## config.mk

```make
export PLATFORM = sky130hd
export DESIGN_NAME = code_display
export DESIGN_NICKNAME = d
export VERILOG_FILES = /design/src/rtl/code_display_pkg.sv /design/src/rtl/code_display_seg7_decode.sv /design/src/rtl/code_display.sv
export SDC_FILE = /design/constraint.sdc
export NUM_CORES = 1
export LEC_CHECK = 0
export ABC_AREA = 1
export BUFFER_PORTS_ARGS = -buffer_cell sky130_fd_sc_hd__buf_2
export CAP_MARGIN = 30
export CORE_ASPECT_RATIO = 1.25
export CORE_UTILIZATION = 45
export CTS_CLUSTER_SIZE = 28
export DETAILED_ROUTE_END_ITERATION = 10
export PLACE_DENSITY = 0.69
export REMOVE_ABC_BUFFERS = 1
export SLEW_MARGIN = 20
export SYNTH_ARGS = -nofsm -noshare
export SYNTH_HDL_FRONTEND = slang
export SYNTH_HIERARCHICAL = 1
export SYNTH_SLANG_ARGS = --single-unit
```

## constraint.sdc

```tcl
create_clock -name clk -period 5 [get_ports clk]
set_input_delay 1 -clock clk [delete_from_list [all_inputs] [get_ports clk]]
set_output_delay 1 -clock clk [all_outputs]
set_load 0.01 [all_outputs]
```

## src/rtl/code_display_pkg.sv

```systemverilog
// -----------------------------------------------------------------------------
// code_display_pkg
//   Shared types and constants for the six-digit code display.
//   - state_t     : display mode (entry progress, OK result, ERR result)
//   - NUM_DIGITS  : number of multiplexed digit positions
//   - SEG_*       : active-low glyphs, bit order {dp,a,b,c,d,e,f,g}
//   - HEX_GLYPH   : 16-entry active-low hex glyph table, indexed by nibble
//   - digit_nibble: extracts the nibble for a display position
// -----------------------------------------------------------------------------
package code_display_pkg;

  typedef enum logic [1:0] {
    ENTRY    = 2'd0,
    SHOW_OK  = 2'd1,
    SHOW_ERR = 2'd2
  } state_t;

  localparam int NUM_DIGITS = 6;

  localparam logic [7:0] SEG_BLANK = 8'hFF;
  localparam logic [7:0] SEG_DASH  = 8'hFE;  // g only
  localparam logic [7:0] SEG_UNDER = 8'hF7;  // d only
  localparam logic [7:0] SEG_E     = 8'hB0;  // a,d,e,f,g
  localparam logic [7:0] SEG_R     = 8'hFA;  // e,g (lowercase r)

  // Entry [n] is the glyph for nibble n; listed from F down to 0.
  localparam logic [15:0][7:0] HEX_GLYPH = {
    8'hB8, 8'hB0, 8'hC2, 8'hB1,   // F E d C
    8'hE0, 8'h88, 8'h84, 8'h80,   // b A 9 8
    8'h8F, 8'hA0, 8'hA4, 8'hCC,   // 7 6 5 4
    8'h86, 8'h92, 8'hCF, 8'h81    // 3 2 1 0
  };

  // Position 0 is the leftmost digit and lives in the top nibble.
  function automatic logic [3:0] digit_nibble(input logic [23:0] code,
                                              input logic [2:0]  pos);
    return code[(NUM_DIGITS - 1 - int'(pos)) * 4 +: 4];
  endfunction

endpackage

```

## src/rtl/code_display_seg7_decode.sv

```systemverilog
// -----------------------------------------------------------------------------
// seg7_decode
//   Combinational 4-bit to active-low 7-segment hex lookup (dp always off).
//   Ports:
//     nibble : in  4  hex value
//     seg    : out 8  active-low {dp,a,b,c,d,e,f,g}
// -----------------------------------------------------------------------------
module seg7_decode
  import code_display_pkg::*;
(
  input  logic [3:0] nibble,
  output logic [7:0] seg
);

  assign seg = HEX_GLYPH[nibble];

endmodule

```

## src/rtl/code_display.sv

```systemverilog
// -----------------------------------------------------------------------------
// code_display
//   Six-digit multiplexed common-anode 7-segment driver. Shows the code as it
//   is entered, then a blinking OK (full code) or ERR ("Err---") indication.
//   Each digit slot starts with one all-off select cycle so the segment lines
//   can settle before the next anode turns on.
//
//   Build option: define CODE_MASK_EN to show entered digits as '_' while in
//   entry mode; the full code is still revealed on success.
//
//   Parameters:
//     SCAN_DIV  : clk cycles per digit slot
//     BLINK_DIV : scan ticks per blink half-period
//   Ports:
//     clk         : in  1   divided system clock
//     rst         : in  1   synchronous active-high reset
//     code        : in  24  entered code, code[23:20] is digit 0 (leftmost)
//     digit_cnt   : in  3   digits entered so far (7 treated as 6)
//     code_finish : in  1   entry complete (level)
//     success     : in  1   compare result, valid while code_finish=1
//     scan_sel    : out 6   active-low digit select, bit i = position i
//     seg         : out 8   active-low segments {dp,a,b,c,d,e,f,g}
// -----------------------------------------------------------------------------
module code_display
  import code_display_pkg::*;
#(
  parameter int SCAN_DIV  = 50,
  parameter int BLINK_DIV = 125
) (
  input  logic        clk,
  input  logic        rst,
  input  logic [23:0] code,
  input  logic [2:0]  digit_cnt,
  input  logic        code_finish,
  input  logic        success,
  output logic [5:0]  scan_sel,
  output logic [7:0]  seg
);

  localparam int TICK_W  = (SCAN_DIV  > 1) ? $clog2(SCAN_DIV)  : 1;
  localparam int BLINK_W = (BLINK_DIV > 1) ? $clog2(BLINK_DIV) : 1;

  logic [TICK_W-1:0]  tick_cnt;
  logic [BLINK_W-1:0] blink_cnt;
  logic [2:0]         pos;       // position whose glyph is captured next tick
  logic [2:0]         sel_pos;   // position being driven in the current slot
  logic               sel_pend;  // blank cycle done, enable sel_pos next
  logic               phase;     // 1 = lit half of the blink period
  state_t             state;
  state_t             next_state;

  logic       tick;
  logic [2:0] entered_cnt;
  logic       entered;
  logic [7:0] hex_seg;
  logic [7:0] glyph;

  assign tick        = (tick_cnt == TICK_W'(SCAN_DIV - 1));
  assign entered_cnt = (digit_cnt > 3'd6) ? 3'd6 : digit_cnt;
  assign entered     = (pos < entered_cnt);

  seg7_decode u_decode (
    .nibble (digit_nibble(code, pos)),
    .seg    (hex_seg)
  );

  // NOTE: every signal assigned in always_comb gets a default first so no
  // path through the case leaves it unassigned, which would infer a latch.
  always_comb begin
    glyph = SEG_BLANK;
    case (state)
      ENTRY: begin
        if (entered) begin
`ifdef CODE_MASK_EN
          glyph = SEG_UNDER;
`else
          glyph = hex_seg;
`endif
        end
      end
      SHOW_OK: begin
        if (phase) glyph = hex_seg;
      end
      SHOW_ERR: begin
        if (phase) begin
          if (pos == 3'd0)     glyph = SEG_E;
          else if (pos < 3'd3) glyph = SEG_R;
          else                 glyph = SEG_DASH;
        end
      end
      default: glyph = SEG_BLANK;
    endcase
  end

  // The result state is latched: success is only looked at when leaving ENTRY.
  always_comb begin
    next_state = state;
    case (state)
      ENTRY:             if (code_finish) next_state = success ? SHOW_OK : SHOW_ERR;
      SHOW_OK, SHOW_ERR: if (!code_finish) next_state = ENTRY;
      default:           next_state = ENTRY;
    endcase
  end

  // NOTE: all state here uses non-blocking assignments so every register
  // samples pre-edge values; the tick therefore captures the old state's glyph
  // even when the state changes on the same edge.
  always_ff @(posedge clk) begin
    if (rst) begin
      tick_cnt  <= '0;
      blink_cnt <= '0;
      pos       <= '0;
      sel_pos   <= '0;
      sel_pend  <= 1'b0;
      phase     <= 1'b1;
      state     <= ENTRY;
      scan_sel  <= '1;
      seg       <= SEG_BLANK;
    end else begin
      state    <= next_state;
      tick_cnt <= tick ? '0 : tick_cnt + 1'b1;

      // Every state starts with a full lit half-period.
      if (next_state != state) begin
        blink_cnt <= '0;
        phase     <= 1'b1;
      end else if (tick && state != ENTRY) begin
        if (blink_cnt == BLINK_W'(BLINK_DIV - 1)) begin
          blink_cnt <= '0;
          phase     <= ~phase;
        end else begin
          blink_cnt <= blink_cnt + 1'b1;
        end
      end

      sel_pend <= tick;
      if (tick) begin
        scan_sel <= '1;
        seg      <= glyph;
        sel_pos  <= pos;
        pos      <= (pos == 3'(NUM_DIGITS - 1)) ? 3'd0 : pos + 3'd1;
      end else if (sel_pend) begin
        scan_sel <= ~(6'b000001 << sel_pos);
      end
    end
  end

endmodule

```

# Yosys cells after proc, flatten, opt, wreduce, memory -nomap -nowiden
# Memory sizes are Yosys's and may differ from the RTL's.
# Index checks and enable logic that the tools add are counted.
[op_classes]
n_addsub = 4
order_cmp = 4
eq_ne = 6
shifts = 2
n_mux = 14
bitwise_logic = 2
n_reduce_logical = 8
[op_table]
columns = ["cell", "count"]
rows = [
  ["$mux 8", 3],
  ["$pmux 8 s3", 1],
  ["$shiftx 24x6->4", 1],
  ["$mux 7", 3],
  ["$mux 3", 3],
  ["$add 7x1->7 const B", 1],
  ["$eq 7x7->1 const B", 1],
  ["$add 6x1->6 const B", 1],
  ["$eq 6x6->1 const B", 1],
  ["$mux 2", 3],
  ["$not 6->6", 1],
  ["$reduce_or 2->1", 3],
  ["$shl 1x3->6 const A", 1],
  ["$lt 4x5->1 const B", 1],
  ["$pmux 2 s2", 1],
  ["$sub 3x3->4 const A", 1],
  ["$add 3x1->3 const B", 1],
  ["$eq 3x3->1 const B", 1],
  ["$gt 3x3->1 const B", 1],
  ["$logic_not 3->1", 1],
  ["$lt 3x2->1 const B", 1],
  ["$lt 3x3->1", 1],
  ["$eq 2x1->1 const B", 1],
  ["$eq 2x2->1 const B", 1],
  ["6 further kinds", 6],
]
[word_totals]
ff_bits = 37
romBits = 128
input_bits = 31
out_inout_bits = 14
wordCells = 50
memories = 1
[mem_list]
columns = ["memory", "depth", "word_bits", "read_ports", "rd_ports_with_merged_regs", "write_ports", "line", "source"]
rows = [
  ["(name not given)", 16, 8, 1, 0, 0, "code_display_seg7_decode.sv:15", "assign seg = HEX_GLYPH[nibble];"],
]

# Longest topological paths before layout
[depth]
word_depth = 6
depth_mapped = 19
ltp_nobuf = 19

# By module
# Netlist, hierarchy kept.
[by_module_without_submodules]
columns = ["module", "instances", "cells_each", "area_each_um2", "seq_area_each_um2"]
rows = [
  ["code_display", 1, 332, 2245.9, 740.7],
  ["seg7_decode", 1, 51, 285.3, 0.0],
]

# Least setup slack after synthesis
# OpenSTA, ideal clock, no wires.
[synth_timing]
path_kind = "register -> register"
startpoint = "register pos[1]"
endpoint = "register seg[3]"
setup_ps = 109
arrival_ps = 2689
required_ps = 4891
slack_ps = 2202
stages_incl_launch_ff = 18
n_path_buf = 0
synth_period_minus_slack_ps = 2798
path_cell_list = "dfxtp_1 -> clkinv_1 -> ha_1 -> nor2_1 -> o21a_1 -> o21ai_0 -> a21oi_1 -> inv_1 -> ha_1 -> nand2_1 -> nand3_1 -> nand2_1 -> o21ai_0 -> nand2_1 -> inv_1 -> nand3_1 -> nand2_1 -> inv_1"
[synth_between]
elab_chain_cells = 6
word_cells_on_any_way = 11
classes_between = "1 x add/sub; 1 x order compare; 1 x shift; 6 x mux; 1 x reduce/logical; 1 x memory"
[synth_lines]
columns = ["element", "line", "source"]
rows = [
  ["start, declared", "code_display.sv:45", "logic [2:0] pos;"],
  ["start signal, assigned", "code_display.sv:141", "pos <= (pos == 3'(NUM_DIGITS - 1)) ? 3'd0 : pos + 3'd1;"],
  ["$sub 3x3->4 (*)", "code_display_pkg.sv:37", "return code[(NUM_DIGITS - 1 - int'(pos)) * 4 +: 4];"],
  ["$shiftx 24x6->4 (*)", "code_display_pkg.sv:37", ""],
  ["$mem_v2 16x8 (*)", "n/a", ""],
  ["$mux 8 (implied by the code) (*)", "code_display_seg7_decode.sv:15", ""],
  ["via hex_seg[3]", "code_display.sv:55", "logic [7:0] hex_seg;"],
  ["$mux 8 (on tied branches)", "code_display.sv:82, code_display.sv:73", ""],
  ["$pmux 8 s3 (*)", "code_display.sv:71", "case (state)"],
  ["end signal, assigned", "code_display.sv:139", "seg <= glyph;"],
  ["end, declared", "code_display.sv:37", "output logic [7:0] seg"],
]
# The timed path passes the listed nets; every way through them passes the cells marked *. The select of a mux whose other input is x is not followed.
# A chain may end at the register's enable or synchronous reset.

# Final worst setup path
# Ends and elaborated chain as after synthesis.

==> flow_summary.ini <==
[finish]
drive_above_1_share_pct = 15.9
area_growth_pct = 14.1
final_common_cell = nand2_1
final_cell_mix = nand2_1 (83), nor2_1 (67), buf_2 (44)
final_nets = 480
n_antenna_cell = 0

[synthesis]
synthTopCellsByArea = dfxtp_1 (29%), nand2_1 (12%), ha_1 (11%), nor2_1 (9.9%), o21ai_0 (6.7%)
synth_area_per_cell_um2 = 6.61
synth.distinct_cells = 34
syn_area_mm2 = 0.00253
synth_top_area_share_pct = 29.3
ys_seq_elements = 37
synthCells = 383
synth_largest_area_cell = dfxtp_1
ys_seq_area_share_pct = 29.3
synth-warning-count = 6

[clock_network]
root_buffer = clkbuf_8
clk_pin_slew_worst_paths_ps = 80
clock_sinks = 37
ctsHoldBuffers = 0
cts_buffers = 5
cts_buffer_depth = 2
cts_tree = done
htreeDepth = 2
post_cts_resize_count = 0
postCtsSetupBuffers = 0
clk_latency_ps = 290

[setup_path]
crit_path_top_delay_cell = ha_1
r2r_start = pos[1]$_SDFFE_PP0P_
path_cells = clkinv_1 > ha_1 > nor2_1 > o21a_1 > o21ai_0 > a21oi_1 > inv_1 > ha_1 > nand2_1 > nand3_1 > nand2_1 > o21ai_0 > nand2_1 > inv_1 > nand3_1 > nand2_1 > inv_1
required_ps = 5200
slowest_delay_ps = 430
critPathMaxFanout = 9
critPathLaunchType = register
cp_common_cell = nand2_1
crit_type = register to register
critPathTopFamily = compound AO/OA/AOI/OAI gates
r2r_slack_ps = 1710
arrival_ps = 3490
endpoint_kind = register
reg2reg_depth = 17
critPathBufInv = 4
r2r-end = seg[3]$_SDFFE_PP1P_

[timing]
finalMaxSlewViolations = 0
tns_ps = 0
worst_slew_pin_slew_ps = 680
fin_crit_ps = 3290
fin_worst_skew_ps = 6.76
hold_viol = 0
finalWorstSetupSlack_ps = 1710
post-route-period-util_pct = 65.9
max_slew_margin_pct = 54.5
max_freq_mhz = 304
rsz0062_at_grt = no
setup_violations = 0

[detailed_routing]
wl_per_cell_um = 11.5
drt_wl_total_mm = 5.67
ant_nets = 0
drt-pass1-iter-count = 4
vias = 2514
drc = 0
via_per_inst = 5.11
drtIter0Drc = 150

[worst_hold_path]
hold_path.startpoint = sel_pos[2]$_SDFFE_PP0P_
whs_path_depth = 2
hold_path.class = register to register
min_to = sel_pos[2]$_SDFFE_PP0P_

[global_route]
grt_use_total_pct = 19.6
grt_first_pass_wirelength_mm = 9.69
grt_pass1_vias = 2307
grt_max_degree = 18
antenna_found_initial = 0
overflow = 0

[pwr]
p_sw_share_pct = 26.6
max-vdd-ir-drop_v = 0.000138
p_leak_nw = 1.40
switchingPower_mw = 0.173
pwr-share-comb_pct = 12.9
clockPowerShare_pct = 40.7
intPower_mw = 0.478
power.density_mw_per_mm2 = 225
pwr-share-seq_pct = 46.4

[place]
gp_congestion = 0.824
port_buffers = 44
place.detailed.hpwl_mm = 4.23
dp_slack_ps = 1750

[die]
core_mm2 = 0.00544
die_area_mm2 = 0.00593
fp-row-count = 30
die_h_um = 85.9
top_level_ports = 45
die_x_um = 69.1
initial_core_util_pct = 46.5

[job]
maxCapViolations = 0

[status]
status = completed
-- power by group through the flow --
| stage | Sequential (mW) | Combinational [mW] | Clock (mW) |
|---|---|---|---|
| finish | 0.302 | 0.0841 | 0.265 |
| global route | 0.303 | 0.0960 | 0.284 |
| CTS | 0.302 | 0.0842 | 0.273 |
| detailed placement | 0.309 | 0.0837 | 0 |
| global placement | 0.309 | 0.0827 | 0 |
| floorplan | 0.308 | 0.0565 | 0 |
-- how the worst max path moves through the flow --
| stage | start | end | slack, ps | depth (start not counted) |
|---|---|---|---|---|
| floorplan | pos[1]$_SDFFE_PP0P_ | seg[3]$_SDFFE_PP1P_ | 2160 | 17 |
| global placement | pos[1]$_SDFFE_PP0P_ | seg[3]$_SDFFE_PP1P_ | 1870 | 18 |
| detailed placement | pos[1]$_SDFFE_PP0P_ | seg[3]$_SDFFE_PP1P_ | 1750 | 17 |
| CTS | pos[1]$_SDFFE_PP0P_ | seg[3]$_SDFFE_PP1P_ | 1720 | 17 |
| global route | pos[1]$_SDFFE_PP0P_ | seg[6]$_SDFFE_PP1P_ | 1290 | 16 |
| finish | pos[1]$_SDFFE_PP0P_ | seg[3]$_SDFFE_PP1P_ | 1710 | 17 |
-- synth_stat cells --
cell type	number
nand2_1	83
nor2_1	67
inv_1	42
dfxtp_1	37
o21ai_0	34
nand3_1	28
ha_1	22
a21oi_1	15
nand4_1	6
o22ai_1	5
buf_2	4
nor3_1	4
nor2_2	3
o21a_1	3
o21ai_1	3
xor2_1	3
a21oi_2	2
nand2_2	2
nand3b_1	2
nor2_8	2
o32ai_1	2
or2_2	2
a31oi_1	1
buf_12	1
buf_4	1
buf_6	1
clkinv_1	1
conb_1	1
inv_2	1
inv_6	1
nand2_4	1
nor2_4	1
o21ai_2	1
or2_1	1
-- through the flow --
step / hold slack (ps) / power (mW) / instance area, um^2 / utilization [%] / std cells
global route: 487 / 0.683 / 2890 / 53.1 / 492
finish: 463 / 0.651 / 2890 / 53.1 / 492
floorplan: 429 / 0.364 / 2470 / - / 376
detailed placement: 447 / 0.392 / 2770 / 50.9 / 484
global placement: 445 / 0.391 / 2770 / 50.9 / 484
CTS: 469 / 0.659 / 2890 / 53.1 / 492
-- registers in the layout (all words and copies together) (netlist names) --
name       flops
sel_pend       1
pos            3
sel_pos        3
tick_cnt       6
phase          1
state          2
scan_sel       6
seg            8
blink_cnt      7
-- cell type report --
class / count / area [um^2]
well taps: 64 / 80.1
inverters: 45 / 174
clock inverters: 3 / 46.3
fillers: 547 / 2550
clock buffers: 5 / 68.8
flip-flops and latches: 37 / 741
repair buffers: 44 / 220
multi-input cells: 294 / 1560
-- worst min-delay path, cell delays in order, from the launching register on --
cell	delay [ps]
dfxtp_1	330
nand2_1	50
o21ai_0	50
-- kinds of logic after synthesis --
kind of cell	count (synthesis)	share of synthesized area, %
other	1	0.148
adder cells (fa/ha/maj)	22	10.9
XOR/XNOR	3	1.04
AND/OR/NAND/NOR	202	35.1
AO/OA/AOI/OAI	66	14.4
flip-flops	37	29.3
buffers and inverters	52	9.19
-- metal layers --
metal | vias up | wire length, um | global-route usage, %
met5 | - | 0 | 0
met4 | 0 | 48 | 3.90
met3 | 6 | 208 | 3.64
met2 | 51 | 2800 | 36.3
met1 | 1137 | 2610 | 23.5
li1 | 1320 | - | -
Power figures use the tool's default switching activity.
